**config.mk**
```make
export PLATFORM = sky130hd
export DESIGN_NAME = trap_ctrl
export DESIGN_NICKNAME = d
export VERILOG_FILES = /design/src/rtl/trap_ctrl.sv
export SDC_FILE = /design/constraint.sdc
export NUM_CORES = 1
export LEC_CHECK = 0
export CELL_PAD_IN_SITES_DETAIL_PLACEMENT = 1
export CELL_PAD_IN_SITES_GLOBAL_PLACEMENT = 2
export CORE_MARGIN = 2
export CORE_UTILIZATION = 33
export CTS_CLUSTER_SIZE = 10
export DETAILED_ROUTE_END_ITERATION = 10
export PLACE_DENSITY_LB_ADDON = 0.12
export SLEW_MARGIN = 5
export SYNTH_ARGS = -nofsm -noshare
export SYNTH_HDL_FRONTEND = slang
export SYNTH_SLANG_ARGS = --single-unit
```
**constraint.sdc**
```tcl
create_clock -name clk -period 4.9 [get_ports clk]
set_input_delay 1.47 -clock clk [delete_from_list [all_inputs] [get_ports clk]]
set_output_delay 1.47 -clock clk [all_outputs]
set_load 0.005 [all_outputs]
```
**src/rtl/trap_ctrl.sv**
```systemverilog
// Trap sequencer: arbitrates exceptions against machine interrupts, flushes the
// pipe, then emits one-cycle trap entry/return strobes and PC redirects.
module trap_ctrl #(
    parameter int FLUSH_MAX = 16,
    parameter int CNT_W     = 5
) (
    input  logic        clk,
    input  logic        resetn,
    input  logic        ex_req,
    input  logic [4:0]  ex_cause,
    input  logic [31:0] ex_tval,
    input  logic        mret_req,
    input  logic        soft_pending,
    input  logic        time_pending,
    input  logic        ext_pending,
    input  logic        mstatus_mie,
    input  logic [31:0] mie,
    input  logic        pipe_drained,
    output logic        flush,
    output logic        ex_happen,
    output logic        intr_happen,
    output logic [31:0] cause_input,
    output logic [31:0] extra_massage,
    output logic        ex_fin,
    output logic        intr_fin,
    output logic        redirect,
    output logic        redirect_sel,
    output logic        in_trap
);

    typedef enum logic [2:0] {
        S_IDLE,
        S_FLUSH,
        S_ENTER,
        S_HANDLER,
        S_RETURN
    } state_t;

    state_t            state_q, state_d;
    logic              kind_ex_q, kind_ex_d;
    logic [31:0]       cause_q, cause_d;
    logic [31:0]       tval_q, tval_d;
    logic [CNT_W-1:0]  cnt_q, cnt_d;

    logic       elig_soft, elig_time, elig_ext, irq_any, line_ok;
    logic [4:0] irq_code;
    logic       unused_mie;

    assign unused_mie = ^{mie[31:12], mie[10:8], mie[6:4], mie[2:0]};

    assign elig_soft = mstatus_mie & soft_pending & mie[3];
    assign elig_time = mstatus_mie & time_pending & mie[7];
    assign elig_ext  = mstatus_mie & ext_pending  & mie[11];
    assign irq_any   = elig_soft | elig_time | elig_ext;
    assign irq_code  = elig_ext ? 5'd11 : (elig_soft ? 5'd3 : 5'd7);

    // The interrupt that started a flush must stay eligible, else it is abandoned.
    assign line_ok = ((cause_q[4:0] == 5'd11) & elig_ext)
                   | ((cause_q[4:0] == 5'd3)  & elig_soft)
                   | ((cause_q[4:0] == 5'd7)  & elig_time);

    always_comb begin
        state_d   = state_q;
        kind_ex_d = kind_ex_q;
        cause_d   = cause_q;
        tval_d    = tval_q;
        cnt_d     = cnt_q;
        case (state_q)
            S_IDLE: begin
                if (ex_req) begin
                    state_d   = S_FLUSH;
                    kind_ex_d = 1'b1;
                    cause_d   = {27'b0, ex_cause};
                    tval_d    = ex_tval;
                    cnt_d     = '0;
                end else if (irq_any) begin
                    state_d   = S_FLUSH;
                    kind_ex_d = 1'b0;
                    cause_d   = {1'b1, 26'b0, irq_code};
                    tval_d    = 32'b0;
                    cnt_d     = '0;
                end
            end
            S_FLUSH: begin
                if (!kind_ex_q && ex_req) begin
                    kind_ex_d = 1'b1;
                    cause_d   = {27'b0, ex_cause};
                    tval_d    = ex_tval;
                    cnt_d     = '0;
                end else if (!kind_ex_q && !line_ok) begin
                    state_d = S_IDLE;
                    cnt_d   = '0;
                end else if (pipe_drained || cnt_q == CNT_W'(FLUSH_MAX - 1)) begin
                    state_d = S_ENTER;
                    cnt_d   = '0;
                end else begin
                    cnt_d = cnt_q + CNT_W'(1);
                end
            end
            S_ENTER: state_d = S_HANDLER;
            S_HANDLER: begin
                if (ex_req) begin
                    state_d   = S_FLUSH;
                    kind_ex_d = 1'b1;
                    cause_d   = {27'b0, ex_cause};
                    tval_d    = ex_tval;
                    cnt_d     = '0;
                end else if (mret_req) begin
                    state_d = S_RETURN;
                end
            end
            S_RETURN: state_d = S_IDLE;
            default:  state_d = S_IDLE;
        endcase
    end

    // Outputs are registered from the next state so they line up with it.
    always_ff @(posedge clk or negedge resetn) begin
        if (!resetn) begin
            state_q       <= S_IDLE;
            kind_ex_q     <= 1'b0;
            cause_q       <= 32'b0;
            tval_q        <= 32'b0;
            cnt_q         <= '0;
            flush         <= 1'b0;
            ex_happen     <= 1'b0;
            intr_happen   <= 1'b0;
            cause_input   <= 32'b0;
            extra_massage <= 32'b0;
            ex_fin        <= 1'b0;
            intr_fin      <= 1'b0;
            redirect      <= 1'b0;
            redirect_sel  <= 1'b0;
            in_trap       <= 1'b0;
        end else begin
            state_q       <= state_d;
            kind_ex_q     <= kind_ex_d;
            cause_q       <= cause_d;
            tval_q        <= tval_d;
            cnt_q         <= cnt_d;
            flush         <= (state_d == S_FLUSH);
            ex_happen     <= (state_d == S_ENTER) &&  kind_ex_d;
            intr_happen   <= (state_d == S_ENTER) && !kind_ex_d;
            cause_input   <= (state_d == S_ENTER) ? cause_d : 32'b0;
            extra_massage <= (state_d == S_ENTER) ? tval_d  : 32'b0;
            ex_fin        <= (state_d == S_RETURN) &&  kind_ex_d;
            intr_fin      <= (state_d == S_RETURN) && !kind_ex_d;
            redirect      <= (state_d == S_ENTER) || (state_d == S_RETURN);
            redirect_sel  <= (state_d == S_RETURN);
            in_trap       <= (state_d == S_HANDLER);
        end
    end

endmodule

```
==> metrics.md, run 1 <==
| Metric | Value |
|---|---|
| CP Launch Type | `primary input` |
| CP required | `5.25 ns` |
| R2R Setup Slk | `~2.6 ns` |
| Clock share of power | `between 30% and 40%` |
| First-pass GRT wire length | `about 23,000 um` |
| Warnings, synthesis | `0` |
| WL/cell | `between 15 and 20 um` |
| Slew Viols, Final | `0` |
| R2r startpoint | `state_q[2]` |
| Biggest area consumer among synthesized cells | `dfrtp_1` |
| Worst-skew pair later-pin latency | `about 0.42 ns` |
| FP Rows | `46` |
| Peak supply drop | `roughly 0.25 mV` |
| Worst Hold Slack | `0.472 ns` |
| Register Area | `between 0.003 and 0.004 sq mm` |
| Dpl hpwl | `roughly 8500 um` |
| Setup violators final | `0` |
| Die area | `between 0.015 and 0.02 sq mm` |
| Min cycle time layout | `roughly 3.6 ns` |
| TritonCTS clock tree | `done` |
| Clock buffer depth | `2` |
| Synth Flop Type | `dfrtp_1` |
| Async SR Flop Fraction | `100%` |
| Vias per Instance | `~4.8` |
| Setup repair bufs after CTS | `0` |
| IO Pins | `150` |
| Layout cell share with drive strength beyond 1 | `between 8 and 9%` |
| P&R area growth vs syn | `36.7%` |
| RSZ-0062 raised after global routing | `no` |
| Critical path capture point | `cause_q[6]` |
| Number of library cell types mapped by synthesis | `between 40 and 50` |
| Worst-Margin Slew | `between 1 and 1.5 ns` |
| CTS buffer count | `17` |
| PortBufs | `120` |
| Most frequent cells in the layout | `dfrtp_1 (145), clkdlybuf4s50_1 (119), nand2_1 (71)` |
| Max Cap Viol | `0` |
| Setup Crit Path Kind | `in -> reg` |
| Die H | `about 130 um` |
| Post-route ant nets | `0` |
| Crit path DAT | `approximately 4 ns` |
| Synth Register Bits | `between 100 and 150` |
| Drt drc | `0` |
| Fmax | `~280 MHz` |
| H-tree depth | `4` |
| Int Power | `2.52 mW` |
| Critical Path Source | `ex_req` |
| CTS Hold Bufs | `0` |
| Lkg Pwr | `around 3.5 nW` |
| Power Dens Cells | `between 500 and 600 mW/mm^2` |
| Clock-pin slew on the worst setup and hold paths | `around 0.060 ns` |
| Fin Setup TNS | `0 ns` |
| Routability congestion estimate | `~0.74` |
| Total core area | `around 0.016 sq mm` |
| Element type at the critical path end | `flop` |
| Worst reg-to-reg path cell count | `4` |
| Synthesized area per cell | `11.7 sq um` |
| CTS-repair resized insts | `0` |
| Cells after synthesis | `~470` |
| Period utilization | `73.0%` |
| Post-Synthesis Net Count | `545` |
| Inst Count DP | `approximately 780` |
| Status | `finished, final reports clean` |
| Synth Cell Area | `0.00544 sq mm` |
| Largest net degree at the start of global routing | `93` |
| Antenna cells | `0` |
| Worst hold path class | `reg -> reg` |
| Most common cell after layout, fill and taps aside | `dfrtp_1` |
| Max Fanout on Critical Path | `26` |
| Gr usage total | `16.6%` |
| Top cells by area, synth | `dfrtp_1 (67%), and2_1 (6.2%), nand2_1 (4.9%)` |
| P_sw | `roughly 1.3 mW` |
| Worst slew margin | `a little over a tenth` |
| Combinational share of power | `approximately 27%` |
| Root Driver | `clkbuf_16` |
| Post-layout nets | `about 660` |
| Die X | `132 um` |
| Final setup skew | `0.00714 ns` |
| Hold depth | `1` |
| Post-route insts no fill | `about 810` |
| Vias | `slightly below 4,000` |
| Initial DRC Count | `between 150 and 200` |
| Seq pwr share | `between 40 and 50%` |
| Multi-input logic area | `~0.0017 sq mm` |
| Sw Share | `approximately a third` |
| GR Overflow Total | `0` |
| Vias in the first global route | `roughly 4,300` |
| Starting Density | `between 30% and 40%` |
| Initial antenna violation count | `0` |
| Filler cells | `between 1,500 and 2,000` |
| Worst r2r dst | `cause_q[6]` |
| Final Hold Viols | `0` |
| Seq/Total Area, Yosys | `between 60% and 70%` |
| Share of Yosys cell area claimed by the top area cell type | `about 67%` |
| Clock sinks | `roughly 150` |
| Post-synth EDFFs | `0` |
| Pre-antenna DRT Iters | `4` |
| Routed WL | `13,500 um` |
[registers in the layout, indices dropped and copies added, names as in the netlist]
signal / flops
ex_fin: 1
intr_happen: 1
intr_fin: 1
kind_ex_q: 1
state_q: 3
ex_happen: 1
tval_q: 32
redirect: 1
extra_massage: 32
in_trap: 1
redirect_sel: 1
flush: 1
cnt_q: 5
cause_q: 32
cause_input: 32
[power groups by stage]
stage	registers, mW	logic [mW]	clock network [mW]
global route	1.58	1.18	1.31
detailed placement	1.57	1.07	0
global placement	1.57	1.04	0
CTS	1.56	1.07	1.26
finish	1.55	1.04	1.22
floorplan	1.52	0.636	0
[cell families after synthesis]
| family | share of synthesized area (%) |
|---|---|
| adder cells (fa/ha/maj) | 0.644 |
| multiplexers | 0.368 |
| AND/OR/NAND/NOR | 16.4 |
| buffers and inverters | 2.95 |
| AO/OA/AOI/OAI | 12.9 |
| flip-flops | 66.7 |
[per-layer routing]
| layer | GRT usage (%) | up-vias | part of all wire, % |
|---|---|---|---|
| met5 | 0 | - | 0 |
| met4 | 5.56 | 0 | 1.1 |
| met3 | 5.54 | 9 | 4.4 |
| met2 | 26.4 | 81 | 49 |
| met1 | 21.5 | 2014 | 46 |
| li1 | - | 1834 | - |
[stage by stage]
stage | power (mW) | cell area [sq um] | setup WS [ns] | util [%]
after floorplan | 2.16 | 5440 | 1.99 | -
after global placement | 2.61 | 6880 | 0.917 | 43.0
after detailed placement | 2.64 | 6880 | 0.838 | 43.0
after CTS | 3.89 | 7430 | 1.28 | 46.5
after global routing | 4.08 | 7430 | 1.16 | 46.5
final | 3.82 | 7430 | 1.32 | 46.5
[worst max-delay path, stage by stage]
cell             delay [ns]
clkdlybuf4s50_1        0.74
or4_4                  0.59
a211oi_4               0.24
or3_1                  0.65
and2_1                 0.23
[worst min path at each step]
stage	from	to	slack, ns
floorplan	cause_q[10]	cause_q[10]	0.44
global placement	cause_q[11]	cause_input[11]	0.46
detailed placement	cause_q[14]	cause_input[14]	0.46
CTS	cause_q[27]	cause_input[27]	0.48
global route	cause_q[8]	cause_q[8]	0.49
finish	cause_q[14]	cause_input[14]	0.47
[layout make-up]
| class | count | share of cell area (%) |
|---|---|---|
| Sequential cell | 145 | 48.8 |
| Clock buffer | 18 | 5.91 |
| Timing Repair Buffer | 128 | 17.0 |
| Tap cell | 216 | 3.64 |
| Clock inverter | 14 | 1.60 |
| Multi-Input combinational cell | 283 | 22.6 |
| Inverter | 9 | 0.454 |
[cell usage after synthesis (2+ instances only)]
master     count
nand3_1        6
dfrtp_1      145
nand2b_1       6
clkbuf_1      17
buf_2          6
a31oi_1        2
o21ai_0       10
ha_1           2
nand4_1        2
o31ai_1       35
o211ai_1       6
nand2_1       71
o2bb2ai_1      2
nand4b_1       3
or3_1          2
clkbuf_2       2
nor4_1         2
and2_1        54
inv_1          9
o22ai_1        2
mux2i_1        2
nor3_1         3
nor2_1        10
and3_1         2
a21oi_1       37
buf_4          3
nor2b_1        5
Power figures use the tool's default switching activity.
==> run 2, diff against run 1 <==
- CORE_UTILIZATION: 33 -> 30
- clock period: 4.9 -> 3.5 ns (I/O delays scaled with it)
==> run 2 against run 1 <==
  * Clock skew up 0.0035 ns
  * Flip-flop and latch count unchanged
  * Register-to-register slack worse by 1.4 ns
  * Sequential share of layout area down 0.81 points
  * Sequential power up 39%
  * Final area up 1.7%
  * Count of clock-buffer cells in the layout down 1
  * Die area up 9.7%
  * Clock power up 43%
  * Largest power group unchanged
  * Highest routed layer unchanged
==> metrics.md, run 2 (same netlist as run 1, synthesis figures left out) <==
| Metric | Value |
|---|---|
| P&R area growth vs syn | `39.0%` |
| Routability congestion estimate | `between 0.7 and 0.8` |
| Total core area | `approximately 0.018 sq mm` |
| Gr usage total | `roughly 15%` |
| Dpl cell area | `0.00699 sq mm` |
| Routed WL | `roughly 14,000 um` |
| CTS buffer count | `17` |
| H-tree depth | `4` |
| Clock-pin slew on the worst setup and hold paths | `0.07 ns` |
| Layout cell share with drive strength beyond 1 | `~9.3%` |
| Crit path DAT | `approximately 3.2 ns` |
| R2r startpoint | `state_q[2]` |
| CTS-repair resized insts | `0` |
| Max Fanout on Critical Path | `17` |
| GR Overflow Total | `0` |
| Most common cell after layout, fill and taps aside | `dfrtp_1` |
| Fin Setup TNS | `0 ns` |
| Final setup skew | `about 0.011 ns` |
| Initial DRC Count | `roughly 130` |
| Filler cells | `about 1,900` |
| Vias per Instance | `approximately 4.7` |
| Element type at the critical path end | `flop` |
| Die X | `139 um` |
| CP required | `between 3 and 4 ns` |
| Slew Viols, Final | `0` |
| Dpl hpwl | `slightly below 9000 um` |
| Status | `finished, final reports clean` |
| Fmax | `roughly 350 MHz` |
| Pre-antenna DRT Iters | `4` |
| Die area | `~0.019 sq mm` |
| Antenna cells | `0` |
| TritonCTS clock tree | `done` |
| Drt drc | `0` |
| Final worst slack | `0.626 ns` |
| Worst Hold End | `cause_input[26]` |
| Setup violators final | `0` |
| Lkg Pwr | `approximately 3.5 nW` |
| Post-layout nets | `670` |
| Worst-skew pair later-pin latency | `0.42 ns` |
| Finished Cell Area | `roughly 0.0076 sq mm` |
| Most frequent cells in the layout | `dfrtp_1 (145), clkdlybuf4s50_1 (119), nand2_1 (71)` |
| Worst r2r dst | `extra_massage[12]` |
| Max Cap Viol | `0` |
| RSZ-0062 raised after global routing | `no` |
| Vias | `between 3,000 and 4,000` |
| Setup repair bufs after CTS | `0` |
| Die H | `about 140 um` |
| CTS Hold Bufs | `0` |
| Clock buffer depth | `2` |
| Largest net degree at the start of global routing | `slightly below 80` |
| IO Pins | `150` |
| Worst reg-to-reg path cell count | `5` |
| Peak supply drop | `around 0.33 mV` |
| First-pass GRT wire length | `23,700 um` |
| Vias in the first global route | `around 4,500` |
| Hold_sp | `cause_q[26]` |
| Root Driver | `clkbuf_16` |
| Worst-Margin Slew | `0.870 ns` |
| Starting Density | `between 30% and 40%` |
| Clock sinks | `about 150` |
| Initial antenna violation count | `0` |
| Min cycle time layout | `2.87 ns` |
| CP Launch Type | `primary input` |
| Worst hold path class | `reg -> reg` |
| Hold depth | `1` |
| R2R Setup Slk | `around 1.2 ns` |
| Power Dens Cells | `721 mW/mm^2` |
| Post-place setup slack | `0.181 ns` |
| FP Rows | `between 40 and 50` |
| PortBufs | `120` |
| Post-route ant nets | `0` |
| WL/cell | `about 17 um` |
| Final Hold Viols | `0` |
| Setup Crit Path Kind | `in -> reg` |
| Worst slew margin | `between 40% and 50%` |
| Period utilization | `82.1%` |
==> run 2: where the power goes <==
group,switching [mW],internal (mW)
Combinational,0.904,0.635
Sequential,0.163,2.00
Clock,0.802,0.943
==> run 2: final cells by class <==
cell class                 instances  area [sq um]  area share (%)
clock inverter                    15           146            1.94
tap                              229           287            3.79
sequential                       145          3630            48.0
timing repair buffer             134          1360            18.0
multi-input combinational        283          1680            22.2
inverter                           9          33.8           0.447
clock buffer                      17           425            5.63
==> run 2: worst max-delay path by stage <==
stage	to	startpoint	cells past startpoint	slack, ns
2_1_floorplan	cause_q[10]	mstatus_mie	7	1.01
3_3_place_gp	extra_massage[10]	soft_pending	6	0.23
3_5_place_dp	extra_massage[12]	soft_pending	6	0.18
4_1_cts	extra_massage[13]	soft_pending	6	0.62
5_1_grt	extra_massage[15]	soft_pending	6	0.49
6_report	extra_massage[12]	soft_pending	6	0.63
==> run 2: stage by stage <==
| stage | hold WS (ns) | cells | total power, mW | util, % |
|---|---|---|---|---|
| 2_1_floorplan | 0.444 | 465 | 3.02 | - |
| 3_3_place_gp | 0.459 | 800 | 3.72 | 39.2 |
| 3_5_place_dp | 0.462 | 800 | 3.78 | 39.2 |
| 4_1_cts | 0.480 | 832 | 5.55 | 42.4 |
| 5_1_grt | 0.500 | 832 | 5.82 | 42.4 |
| 6_report | 0.474 | 832 | 5.45 | 42.4 |
==> run 2: worst max-delay path, cell delays in order <==
cell and delay, ns:
clkdlybuf4s50_1 0.50, or4bb_1 0.51, a31oi_2 0.45, o31ai_4 0.26, buf_4 0.30, a21oi_1 0.15
==> run 2: layer usage <==
| layer | global-route usage, % | vias up | share of wire (%) |
|---|---|---|---|
| li1 | - | 1843 | - |
| met1 | 19.0 | 1998 | 44 |
| met2 | 26.2 | 82 | 50 |
| met3 | 4.32 | 16 | 4.9 |
| met4 | 5.26 | 0 | 1.3 |
| met5 | 0 | - | 0 |
